==> src/rtl/alu_defs_pkg.sv <==
// Shared definitions for the Alu sequencer: opcode constants, FSM state
// encoding and the default datapath width.
package alu_defs;

    localparam int DEFAULT_WIDTH = 32;

    localparam logic [2:0] ALU_OR   = 3'b000;
    localparam logic [2:0] ALU_ADD  = 3'b001;
    localparam logic [2:0] ALU_MUL  = 3'b010;
    localparam logic [2:0] ALU_XOR  = 3'b011;
    localparam logic [2:0] ALU_SUB  = 3'b100;
    localparam logic [2:0] ALU_SLT  = 3'b101;
    localparam logic [2:0] ALU_SHL1 = 3'b110;
    localparam logic [2:0] ALU_AND  = 3'b111;

    typedef enum logic [1:0] {
        ST_IDLE = 2'b00,
        ST_EXEC = 2'b01,
        ST_RESP = 2'b10
    } state_e;

endpackage

==> src/rtl/alu_arbiter_rr_arb2.sv <==
// Two-input round-robin grant: a lone requester always wins, a conflict is
// resolved by the pointer. Purely combinational; the pointer lives in the parent.
module rr_arb2 (
    input  logic [1:0] valid_i,
    input  logic       ptr_i,
    output logic [1:0] grant_o
);

    assign grant_o[0] = valid_i[0] & (~valid_i[1] | ~ptr_i);
    assign grant_o[1] = valid_i[1] & (~valid_i[0] |  ptr_i);

endmodule

==> src/rtl/alu_arbiter.sv <==
// Shares one combinational Alu between two requesters: round-robin accept,
// multicycle hold for multiply, registered response with backpressure.
module alu_arbiter
    import alu_defs::*;
#(
    parameter int WIDTH      = DEFAULT_WIDTH,
    parameter int MUL_CYCLES = 2
) (
    input  logic             clk,
    input  logic             reset,
    input  logic [1:0]       req_valid,
    output logic [1:0]       req_ready,
    input  logic [2:0]       req_sel0,
    input  logic [2:0]       req_sel1,
    input  logic [WIDTH-1:0] req_op1_0,
    input  logic [WIDTH-1:0] req_op2_0,
    input  logic [WIDTH-1:0] req_op1_1,
    input  logic [WIDTH-1:0] req_op2_1,
    output logic [2:0]       alu_sel,
    output logic [WIDTH-1:0] alu_op1,
    output logic [WIDTH-1:0] alu_op2,
    input  logic [WIDTH-1:0] alu_result,
    input  logic             alu_zflag,
    output logic             rsp_valid,
    input  logic             rsp_ready,
    output logic             rsp_id,
    output logic [WIDTH-1:0] rsp_result,
    output logic             rsp_zflag,
    output logic             busy
);

    localparam int CNT_W = (MUL_CYCLES > 1) ? $clog2(MUL_CYCLES) : 1;
    localparam logic [CNT_W-1:0] MUL_LOAD = CNT_W'(MUL_CYCLES - 1);

    state_e             state_q, state_d;
    logic               ptr_q, ptr_d;
    logic [CNT_W-1:0]   cnt_q, cnt_d;
    logic [2:0]         alu_sel_q, alu_sel_d;
    logic [WIDTH-1:0]   alu_op1_q, alu_op1_d;
    logic [WIDTH-1:0]   alu_op2_q, alu_op2_d;
    logic               rsp_valid_q, rsp_valid_d;
    logic               rsp_id_q, rsp_id_d;
    logic [WIDTH-1:0]   rsp_result_q, rsp_result_d;
    logic               rsp_zflag_q, rsp_zflag_d;

    logic [1:0]         grant;
    logic [2:0]         sel_in;
    logic [WIDTH-1:0]   op1_in;
    logic [WIDTH-1:0]   op2_in;

    rr_arb2 u_rr_arb2 (
        .valid_i (req_valid),
        .ptr_i   (ptr_q),
        .grant_o (grant)
    );

    // Grants are only offered while idle, so a high grant bit in IDLE is a transfer.
    assign req_ready = (state_q == ST_IDLE) ? grant : 2'b00;

    assign sel_in = grant[1] ? req_sel1  : req_sel0;
    assign op1_in = grant[1] ? req_op1_1 : req_op1_0;
    assign op2_in = grant[1] ? req_op2_1 : req_op2_0;

    always_comb begin
        state_d      = state_q;
        ptr_d        = ptr_q;
        cnt_d        = cnt_q;
        alu_sel_d    = alu_sel_q;
        alu_op1_d    = alu_op1_q;
        alu_op2_d    = alu_op2_q;
        rsp_valid_d  = rsp_valid_q;
        rsp_id_d     = rsp_id_q;
        rsp_result_d = rsp_result_q;
        rsp_zflag_d  = rsp_zflag_q;

        case (state_q)
            ST_IDLE: begin
                if (grant != 2'b00) begin
                    alu_sel_d = sel_in;
                    alu_op1_d = op1_in;
                    alu_op2_d = op2_in;
                    rsp_id_d  = grant[1];
                    ptr_d     = ~grant[1];
                    cnt_d     = (sel_in == ALU_MUL) ? MUL_LOAD : '0;
                    state_d   = ST_EXEC;
                end
            end
            ST_EXEC: begin
                if (cnt_q != '0) begin
                    cnt_d = cnt_q - CNT_W'(1);
                end else begin
                    rsp_result_d = alu_result;
                    rsp_zflag_d  = alu_zflag;
                    rsp_valid_d  = 1'b1;
                    state_d      = ST_RESP;
                end
            end
            ST_RESP: begin
                if (rsp_valid_q && rsp_ready) begin
                    rsp_valid_d = 1'b0;
                    state_d     = ST_IDLE;
                end
            end
            default: begin
                state_d = ST_IDLE;
            end
        endcase
    end

    // Reset discards any in-flight op; alu_* otherwise keep the last op after completion.
    always_ff @(posedge clk or posedge reset) begin
        if (reset) begin
            state_q      <= ST_IDLE;
            ptr_q        <= 1'b0;
            cnt_q        <= '0;
            alu_sel_q    <= 3'b000;
            alu_op1_q    <= '0;
            alu_op2_q    <= '0;
            rsp_valid_q  <= 1'b0;
            rsp_id_q     <= 1'b0;
            rsp_result_q <= '0;
            rsp_zflag_q  <= 1'b0;
        end else begin
            state_q      <= state_d;
            ptr_q        <= ptr_d;
            cnt_q        <= cnt_d;
            alu_sel_q    <= alu_sel_d;
            alu_op1_q    <= alu_op1_d;
            alu_op2_q    <= alu_op2_d;
            rsp_valid_q  <= rsp_valid_d;
            rsp_id_q     <= rsp_id_d;
            rsp_result_q <= rsp_result_d;
            rsp_zflag_q  <= rsp_zflag_d;
        end
    end

    assign alu_sel    = alu_sel_q;
    assign alu_op1    = alu_op1_q;
    assign alu_op2    = alu_op2_q;
    assign rsp_valid  = rsp_valid_q;
    assign rsp_id     = rsp_id_q;
    assign rsp_result = rsp_result_q;
    assign rsp_zflag  = rsp_zflag_q;
    assign busy       = (state_q != ST_IDLE);

endmodule

==> config.mk <==
export PLATFORM = sky130hd
export DESIGN_NAME = alu_arbiter
export DESIGN_NICKNAME = d
export VERILOG_FILES = /design/src/rtl/alu_defs_pkg.sv /design/src/rtl/alu_arbiter_rr_arb2.sv /design/src/rtl/alu_arbiter.sv
export SDC_FILE = /design/constraint.sdc
export NUM_CORES = 1
export LEC_CHECK = 0
export ABC_AREA = 1
export CORE_AREA = 5 5 135 137
export DETAILED_ROUTE_END_ITERATION = 10
export DIE_AREA = 0 0 140 142
export PLACE_DENSITY = 0.71
export SLEW_MARGIN = 0
export SYNTH_ARGS = -nofsm -noshare
export SYNTH_HDL_FRONTEND = slang
export SYNTH_HIERARCHICAL = 1
export SYNTH_SLANG_ARGS = --single-unit
==> constraint.sdc <==
create_clock -name clk -period 3.15 [get_ports clk]
set_input_delay 0.315 -clock clk [delete_from_list [all_inputs] [get_ports clk]]
set_output_delay 0.315 -clock clk [all_outputs]
set_load 0.1 [all_outputs]
After elaboration in Yosys (flattened, before gate mapping) --
Cells that the tools add are included.
Operators by class: reduce and logical (&&, ||, !) cells 11, eq/ne operators 6, multiplexer cells 15, add/subtract/negate cells 1, bitwise operators 9
Operator list (number):
- $mux 32 | 2
- $mux 2 | 4
- $reduce_bool 2->1 | 4
- $pmux 2 s3 | 1
- $reduce_and 2->1 | 3
- $reduce_and 3->1 | 2
- $mux 1 | 5
- $not 1->1 | 5
- $ne 2x2->1 const B | 2
- $pmux 1 s2 | 2
- $eq 3x2->1 const B | 1
- $mux 3 | 1
- $and 1x1->1 | 2
- $eq 2x1->1 const B | 1
- $eq 2x2->1 const B | 1
- $logic_not 2->1 | 1
- $ne 2x1->1 const B | 1
- $or 1x1->1 | 2
- $logic_and 1x1->1 | 1
- $sub 1x1->1 const B | 1
Word-level totals: bits in registers 106, output and inout bits 105

Logic depth before layout (Yosys ltp) --
Gate-level depths: netlist (run 1).
depth after elaboration 8, depth in mapped cells 12, gate-level depth less buffers 9

By module --
The synthesis (run 1) kept the hierarchy.
By module, submodules not included:
- alu_arbiter | sequential area each 2652.5 µm², cells an instance 679, times used 1, area each 4929.7 µm²
- rr_arb2 | sequential area each 0.0 µm², cells an instance 5, times used 1, area each 20.0 µm²

Least setup slack after synthesis (run 1) --
No wires, ideal clock.
path type input port to output port, from in req_valid[0], to out req_ready[1], data arrival time 1.560 ns, data required time 2.835 ns, stages 7, slack 1.275 ns, path buffers 2, path through inv_1 -> nand2_1 -> nand2_1 -> buf_2 -> clkbuf_1 -> nand2_1 -> inv_1
On the way: word-level cells in the longest chain between the ends 4
RTL lines:
- start: declaration | RTL line alu_arbiter.sv:11 | input logic [1:0] req_valid,
- $not 1->1 | RTL line alu_arbiter_rr_arb2.sv:10 | assign grant_o[1] = valid_i[1] & (~valid_i[0] | ptr_i);
- $or 1x1->1 | RTL line alu_arbiter_rr_arb2.sv:10
- $and 1x1->1 | RTL line alu_arbiter_rr_arb2.sv:10
- named net grant[1] | RTL line alu_arbiter.sv:46 | logic [1:0] grant;
- $mux 2 | RTL line alu_arbiter.sv:58 | assign req_ready = (state_q == ST_IDLE) ? grant : 2'b00;
- end: declaration | RTL line alu_arbiter.sv:12 | output logic [1:0] req_ready,
The timed path passes the listed nets, and every way through them passes these cells.

Final worst setup path (run 1) --
from reg alu_op2_q[14] (netlist: alu_op2[14]), to out alu_op2[14]
RTL lines:
- start: declaration | RTL line alu_arbiter.sv:40 | logic [WIDTH-1:0] alu_op2_q, alu_op2_d;
- start signal: assignment | RTL line alu_arbiter.sv:129 | alu_op2_q <= alu_op2_d;
- end: declaration | RTL line alu_arbiter.sv:21 | output logic [WIDTH-1:0] alu_op2,
No word-level cell between the ends.

==> flow_summary.ini, run 1 <==
[floorplanning]
chipHeight_um = 142
ios = 277
die_area_mm2 = 0.0199
die_w_um = 140
row_count = 48
start_util = 0.292
fp.coreArea_mm2 = 0.0169

[synthesis]
synth_edf_count = 0
syn-num-nets = 856
synth_area_mm2 = 0.00495
syn_area_per_cell_um2 = 7.24
synth_flop_cell = dfrtp_1
synth-async-reset-ratio = 1.00
yosysUniqueCellTypes = 16
postSynthCellCount = 684
yosysSeqAreaShare = 0.536
ys_warn_count = 6
synth_seq_cells = 106

[drt]
wirelength_um = 16700
drtPass1Iterations = 4
drc = 0
avgViaCountPerCell = 4.30
dr_total_vias = 5043
wl_per_cell_um = 14.2
postRouteAntennaNets = 0
drtIter0Drc = 177

[worst_setup_path]
arrival_ns = 1.89
cp_slowest_cell = clkdlybuf4s50_1
crit_type = reg -> out
cpPeakStageDelay_ns = 1.16
crit_path_max_fanout = 2
crit_buf_inv = 1
cp-start-kind = flip-flop
end_kind = output port
worstPathCellList = clkdlybuf4s50_1
required_ns = 2.83
path_delay_family = buffers and inverters

[sta]
fin_tns_setup_ns = 0
slew_headroom = 0.320
fin_crit_sh = 0.699
max_freq_ghz = 0.454
grt_setup_unrepaired = no
final_hold_viol_count = 0
slew_violations = 0
setup_viol = 0
worst_pin_slew_ns = 1.02
finClkSkew_ns = 0.00828
layout_min_cycle_time_ns = 2.20

[cells_and_area]
seq_area_mm2 = 0.00265
n_antenna_cell = 0
nets = 1115
area_growth_syn_to_layout_pct = 64.5
multi_input_area_mm2 = 0.00204
drive_gt1_frac = 0.0432
nFillCells = 1715

[min_path]
min_path_type = in -> async

[clocking]
postCtsSetupBuffers = 0
cts_sinks = 106
cts_resized = 0
cts_hold_buffers = 0
path_clk_slew_ns = 0.08
cts-root-buf = clkbuf_16
clock_latency_ns = 0.35
tritoncts = yes
cts.path.max_buffers = 2
htree_num_levels = 3
cts_inserted_buffers = 9

[global_route]
first_global_vias = 4948
grt_usage = 0.165
antenna_found_initial = 0
grt_pass1_wl_um = 26300
grt_max_degree = 69
grt_overflow_total = 0

[flow_run]
maxCapViolations = 0

[place]
portBuffers = 276
dpl.hpwl_um = 12100
gp_congestion = 0.773

[run_status]
outcome = finished, final reports clean
placed cells by master (no fill, tap or decap), types with 2 or more instances in the layout:
master	Yosys	final
nand2_1	481	480
clkdlybuf4s50_1	0	268
dfrtp_1	106	106
nand3_1	36	36
buf_4	1	17
inv_1	10	9
clkbuf_16	0	9
nor2_1	4	4
inv_2	2	2
nand2_2	1	2
o21ai_0	2	2
clkinvlp_4	0	2
inv_8	0	2
sequential cells by signal, summed over array words and instances, names as in the netlist:
name / count
alu_op1: 32
rsp_valid: 1
state_q: 2
alu_op2: 32
rsp_id: 1
rsp_result: 32
ptr_q: 1
alu_sel: 3
cnt_q: 1
rsp_zflag: 1
layer usage:
layer,track usage,routed length (µm),up-vias
met5,0,0,-
met1,0.201,7150,2268
met4,0.0439,333,0
li1,-,-,2572
met2,0.282,7910,184
met3,0.0538,1300,19
kinds of logic after synthesis:
logic type / after synthesis / share of synthesized area
buf+inv: 51 / 0.0521
compound gates: 3 / 0.00303
flops: 106 / 0.536
simple gates: 524 / 0.409
per-stage QoR:
stage	hold slack, ns	util	setup WS (ns)	cell area, µm²	instances
finish	0.437	0.481	0.950	8140	1173
global route	0.490	0.481	0.873	8140	1173
CTS	0.463	0.481	0.923	8140	1173
detailed placement	0.457	0.464	0.697	7860	1157
global placement	0.453	0.464	0.751	7860	1157
floorplan	0.460	-	0.0461	4950	684
path summary, 6_finish.rpt:
check / startpoint / to / slack [ns] / cells past startpoint
max: alu_op2[14]$_DFFE_PP0P_ / alu_op2[14] / 0.95 / 1
min: reset / alu_op2[2]$_DFFE_PP0P_ / 0.44 / 2
max reg2reg: ptr_q$_DFFE_PP0P_ / cnt_q$_DFFE_PP0P_ / 1.12 / 9
min reg2reg: rsp_result[29]$_DFFE_PP0P_ / rsp_result[29]$_DFFE_PP0P_ / 0.47 / 2
max in group asynchronous: reset / alu_op2[24]$_DFFE_PP0P_ / 1.99 / 3
min in group clk: rsp_result[29]$_DFFE_PP0P_ / rsp_result[29]$_DFFE_PP0P_ / 0.47 / 2
synthesized netlist by cell type, types with 2 or more instances:
cell | instances | area, µm²
inv_2 | 2 | 7.51
dfrtp_1 | 106 | 2650
o21ai_0 | 2 | 10.0
nand3_1 | 36 | 180
clkbuf_1 | 12 | 45.0
nand2_1 | 481 | 1810
buf_2 | 20 | 100
nor2_1 | 4 | 15.0
inv_1 | 10 | 37.5
buf_6 | 5 | 56.3
final cells by class:
type                    instances  share of cell area
inverters                      13             0.00630
clock buffers                   9              0.0277
clock inverters                 7             0.00738
flip-flops and latches        106               0.326
well taps                     225              0.0346
multi-input cells             527               0.251
repair buffers                286               0.348
Power of run 1 is left out: the tool's default activity adds up to more than one toggle a clock period on the data nets, which glitch-free logic cannot reach.
==> run 2, diff against run 1 <==
==> constraint.sdc (replaced) <==
create_clock -name clk -period 1.95 [get_ports clk]
set_input_delay 0.195 -clock clk [delete_from_list [all_inputs] [get_ports clk]]
set_output_delay 0.195 -clock clk [all_outputs]
set_load 0.1 [all_outputs]
==> run 2 against run 1 <==
Critical path depth rose by 3; sequential share of layout area rose by 0.47 points; core utilization fell by 0.68 points; worst hold slack got worse by 0.12 ns; die area did not move; critical endpoint is now req_ready[0]; largest cell class unchanged.
==> flow_summary.ini, run 2 (synthesis gave the netlist of run 1 again) <==
[worst_setup_path]
arrival_ns = 1.50
r2r-end = cnt_q$_DFFE_PP0P_
crit_type = reg -> out
cp-start-kind = flip-flop
crit_buf_inv = 2
worst-r2r-setup-slack_ns = 0.45
cp_slowest_cell = dfrtp_1
rr_worst_depth = 9
crit_path_max_fanout = 4
worstPathCellList = nor2_2 -> nand2_1 -> inv_1 -> buf_12
cpPeakStageDelay_ns = 0.45
required_ns = 1.75
end_kind = output port
path_delay_family = flip-flops
r2r-start = ptr_q$_DFFE_PP0P_
worst-path-stages = 4

[place]
gp_congestion = 0.826
placed_cell_area_mm2 = 0.00774
dpl.hpwl_um = 12100
portBuffers = 276

[clocking]
cts_resized = 0
path_clk_slew_ns = 0.08
cts_hold_buffers = 0
cts_sinks = 106
clock_latency_ns = 0.35
cts-root-buf = clkbuf_16
cts_inserted_buffers = 9
htree_num_levels = 3
postCtsSetupBuffers = 0
tritoncts = yes
cts.path.max_buffers = 2

[sta]
setup_viol = 0
worst_pin_slew_ns = 0.630
final_hold_viol_count = 0
slew_headroom = 0.580
max_freq_ghz = 0.589
slew_violations = 0
grt_setup_unrepaired = no
fin_crit_sh = 0.871
finClkSkew_ns = 0.00785
layout_min_cycle_time_ns = 1.70
fin_tns_setup_ns = 0

[drt]
drtIter0Drc = 203
drc = 0
drtPass1Iterations = 4
wl_per_cell_um = 13.9
avgViaCountPerCell = 4.33
wirelength_um = 16400
postRouteAntennaNets = 0
dr_total_vias = 5105

[min_path]
min_path_type = in -> async

[cells_and_area]
area_growth_syn_to_layout_pct = 62.2
multi_input_area_mm2 = 0.00204
seq_area_mm2 = 0.00265
drive_gt1_frac = 0.150
mostFrequentLayoutCells = 480 x nand2_1, 171 x clkdlybuf4s50_1, 112 x buf_4
postLayoutCellArea_mm2 = 0.00803
layout_commonest_cell = nand2_1
nFillCells = 1722
fin_util = 0.474
n_antenna_cell = 0
nets = 1120

[floorplanning]
start_util = 0.292
chipHeight_um = 142
die_w_um = 140
fp.coreArea_mm2 = 0.0169
ios = 277
row_count = 48
die_area_mm2 = 0.0199

[global_route]
first_global_vias = 5012
grt_overflow_total = 0
grt_max_degree = 107
antenna_found_initial = 0
grt_pass1_wl_um = 25900
grt_usage = 0.159

[flow_run]
maxCapViolations = 0

[run_status]
outcome = finished, final reports clean
==> run 2: cell count changes in the layout (fill, tap and decap cells not counted), sizes merged <==
cell,before,now
clkdlybuf4s50,268,171
clkinv,3,4
buf,18,120
inv,15,14
==> run 2: tightest hold or removal path, delay by kind of cell <==
kind,cells,cell delay (ns)
buf+inv,3,0.92
==> run 2: final cells by class <==
class,count,area share
Multi-Input combinational cell,527,0.254
Clock buffer,9,0.0281
Tap cell,225,0.0351
Clock inverter,7,0.00764
Timing Repair Buffer,291,0.338
Inverter,13,0.00655
Sequential cell,106,0.330
==> run 2: worst max path at each step <==
stage,startpoint,endpoint
after floorplan,ptr_q$_DFFE_PP0P_,ptr_q$_DFFE_PP0P_
after global placement,req_valid[0],cnt_q$_DFFE_PP0P_
after detailed placement,req_valid[0],cnt_q$_DFFE_PP0P_
after CTS,state_q[1]$_DFFE_PP0P_,req_ready[0]
after global routing,state_q[1]$_DFFE_PP0P_,req_ready[0]
final,state_q[1]$_DFFE_PP0P_,req_ready[0]
==> run 2: metrics by stage <==
stage / setup WS, ns / hold WS (ns) / std cells
3_3_place_gp: 0.130 / 0.455 / 1162
6_report: 0.252 / 0.314 / 1178
5_1_grt: 0.126 / 0.392 / 1178
2_1_floorplan: 0.147 / 0.340 / 684
3_5_place_dp: 0.135 / 0.460 / 1162
4_1_cts: 0.204 / 0.377 / 1178
==> run 2: routing by layer <==
layer,routed length (µm),global-route usage
met1,7070,0.206
met2,7780,0.263
met3,1240,0.0440
met4,290,0.0490
met5,0,0
Power of run 2 is left out for the same reason.
==> run 3, diff against run 2 <==
--- a/config.mk
+++ b/config.mk
@@ -6,9 +6,9 @@
 export NUM_CORES = 1
 export LEC_CHECK = 0
 export ABC_AREA = 1
-export CORE_AREA = 5 5 135 137
+export CORE_AREA = 2 2 132 134
 export DETAILED_ROUTE_END_ITERATION = 10
-export DIE_AREA = 0 0 140 142
+export DIE_AREA = 0 0 134 136
 export PLACE_DENSITY = 0.71
 export SLEW_MARGIN = 0
 export SYNTH_ARGS = -nofsm -noshare
==> run 3 against run 2 <==
Via count down 0.27%; sequential cell count is the same; worst setup slack got worse by 0.15 ns; sequential share of layout area about the same; critical path depth is 2 higher; non-clock buffer count fell by 2; cell count decreased by 0.25%; die area is 8.3% lower; core utilization grew 0.16 points; highest routed layer unchanged.
==> flow_summary.ini, run 3 (synthesis gave the netlist of run 1 again) <==
[run_status]
outcome = finished, final reports clean

[sta]
finClkSkew_ns = 0.0104
final_hold_viol_count = 0
fin_crit_sh = 0.946
grt_setup_unrepaired = no
fin_tns_setup_ns = 0
worst_pin_slew_ns = 0.574
setup_viol = 0
layout_min_cycle_time_ns = 1.84
slew_headroom = 0.617
max_freq_ghz = 0.542
slew_violations = 0

[global_route]
antenna_found_initial = 0
grt_usage = 0.173
grt_overflow_total = 0
first_global_vias = 5073
grt_pass1_wl_um = 25300
grt_max_degree = 107

[clocking]
clock_latency_ns = 0.34
tritoncts = yes
cts_resized = 0
htree_num_levels = 3
cts-root-buf = clkbuf_16
cts_sinks = 106
cts_hold_buffers = 0
postCtsSetupBuffers = 0
cts.path.max_buffers = 2
path_clk_slew_ns = 0.07
cts_inserted_buffers = 9

[drt]
drtIter0Drc = 205
drtPass1Iterations = 5
postRouteAntennaNets = 0
dr_total_vias = 5091
wl_per_cell_um = 13.5
wirelength_um = 15800
avgViaCountPerCell = 4.33
drc = 0

[place]
portBuffers = 276
dpl.hpwl_um = 11300
gp_congestion = 0.797
post-place-cells = 1160

[floorplanning]
row_count = 48
start_util = 0.293
ios = 277
chipHeight_um = 136
fp.coreArea_mm2 = 0.0169
die_w_um = 134
die_area_mm2 = 0.0182

[worst_setup_path]
cp-start-kind = flip-flop
end_kind = output port
crit_type = reg -> out
arrival_ns = 1.65
crit_path_max_fanout = 68
required_ns = 1.75

[cells_and_area]
multi_input_area_mm2 = 0.00204
mostFrequentLayoutCells = 480 x nand2_1, 171 x clkdlybuf4s50_1, 111 x buf_4
layout_commonest_cell = nand2_1
nets = 1118
drive_gt1_frac = 0.147
n_antenna_cell = 0
final_cells = 1175
seq_area_mm2 = 0.00265
area_growth_syn_to_layout_pct = 62.2
nFillCells = 1649

[flow_run]
maxCapViolations = 0

[min_path]
min_path_type = in -> async
-- run 3: changes by cell type in the layout (fill, tap and decap cells not counted) --
cell and delta:
buf_12 -1, buf_4 -1, bufinv_16 +1, clkbuf_8 +3, clkinv_2 -1, clkinv_4 -2, inv_8 -2
-- run 3: layout make-up --
cell class	instances	share of cell area
Timing Repair Buffer	289	0.335
Inverter	13	0.00655
Multi-Input combinational cell	527	0.254
Clock buffer	12	0.0332
Sequential cell	106	0.330
Tap cell	225	0.0351
Clock inverter	3	0.00577
-- run 3: worst paths after layout --
kind	slack [ns]	from	to	cells past startpoint
min in group clk	0.40	alu_result[6]	rsp_result[6]$_DFFE_PP0P_	3
max in group asynchronous	1.15	reset	alu_op1[9]$_DFFE_PP0P_	3
min reg2reg	0.47	rsp_result[27]$_DFFE_PP0P_	rsp_result[27]$_DFFE_PP0P_	2
max reg2reg	0.36	ptr_q$_DFFE_PP0P_	cnt_q$_DFFE_PP0P_	9
max	0.11	ptr_q$_DFFE_PP0P_	req_ready[1]	6
min	0.38	reset	alu_op2[3]$_DFFE_PP0P_	3
-- run 3: critical path: stages, from the launching register on --
cell	delay, ns
dfrtp_1	0.39
nand2_1	0.08
nand2_2	0.11
buf_12	0.28
nand2_1	0.11
inv_1	0.13
buf_12	0.19
-- run 3: routing by layer --
metal / wire [µm] / global-route usage
met1: 6970 / 0.218
met2: 7320 / 0.290
met3: 1100 / 0.0447
met4: 418 / 0.0603
met5: 0 / 0
-- run 3: through the flow --
step                      setup WS [ns]  instance area (µm²)  utilization  hold slack [ns]
final                             0.106                 8030        0.476            0.379
after global routing            0.00156                 8030        0.476            0.397
after CTS                         0.102                 8030        0.476            0.387
after detailed placement         0.0793                 7710        0.457            0.459
after global placement            0.128                 7710        0.457            0.455
after floorplan                   0.147                 4950            -            0.340
Power of run 3 is left out for the same reason.
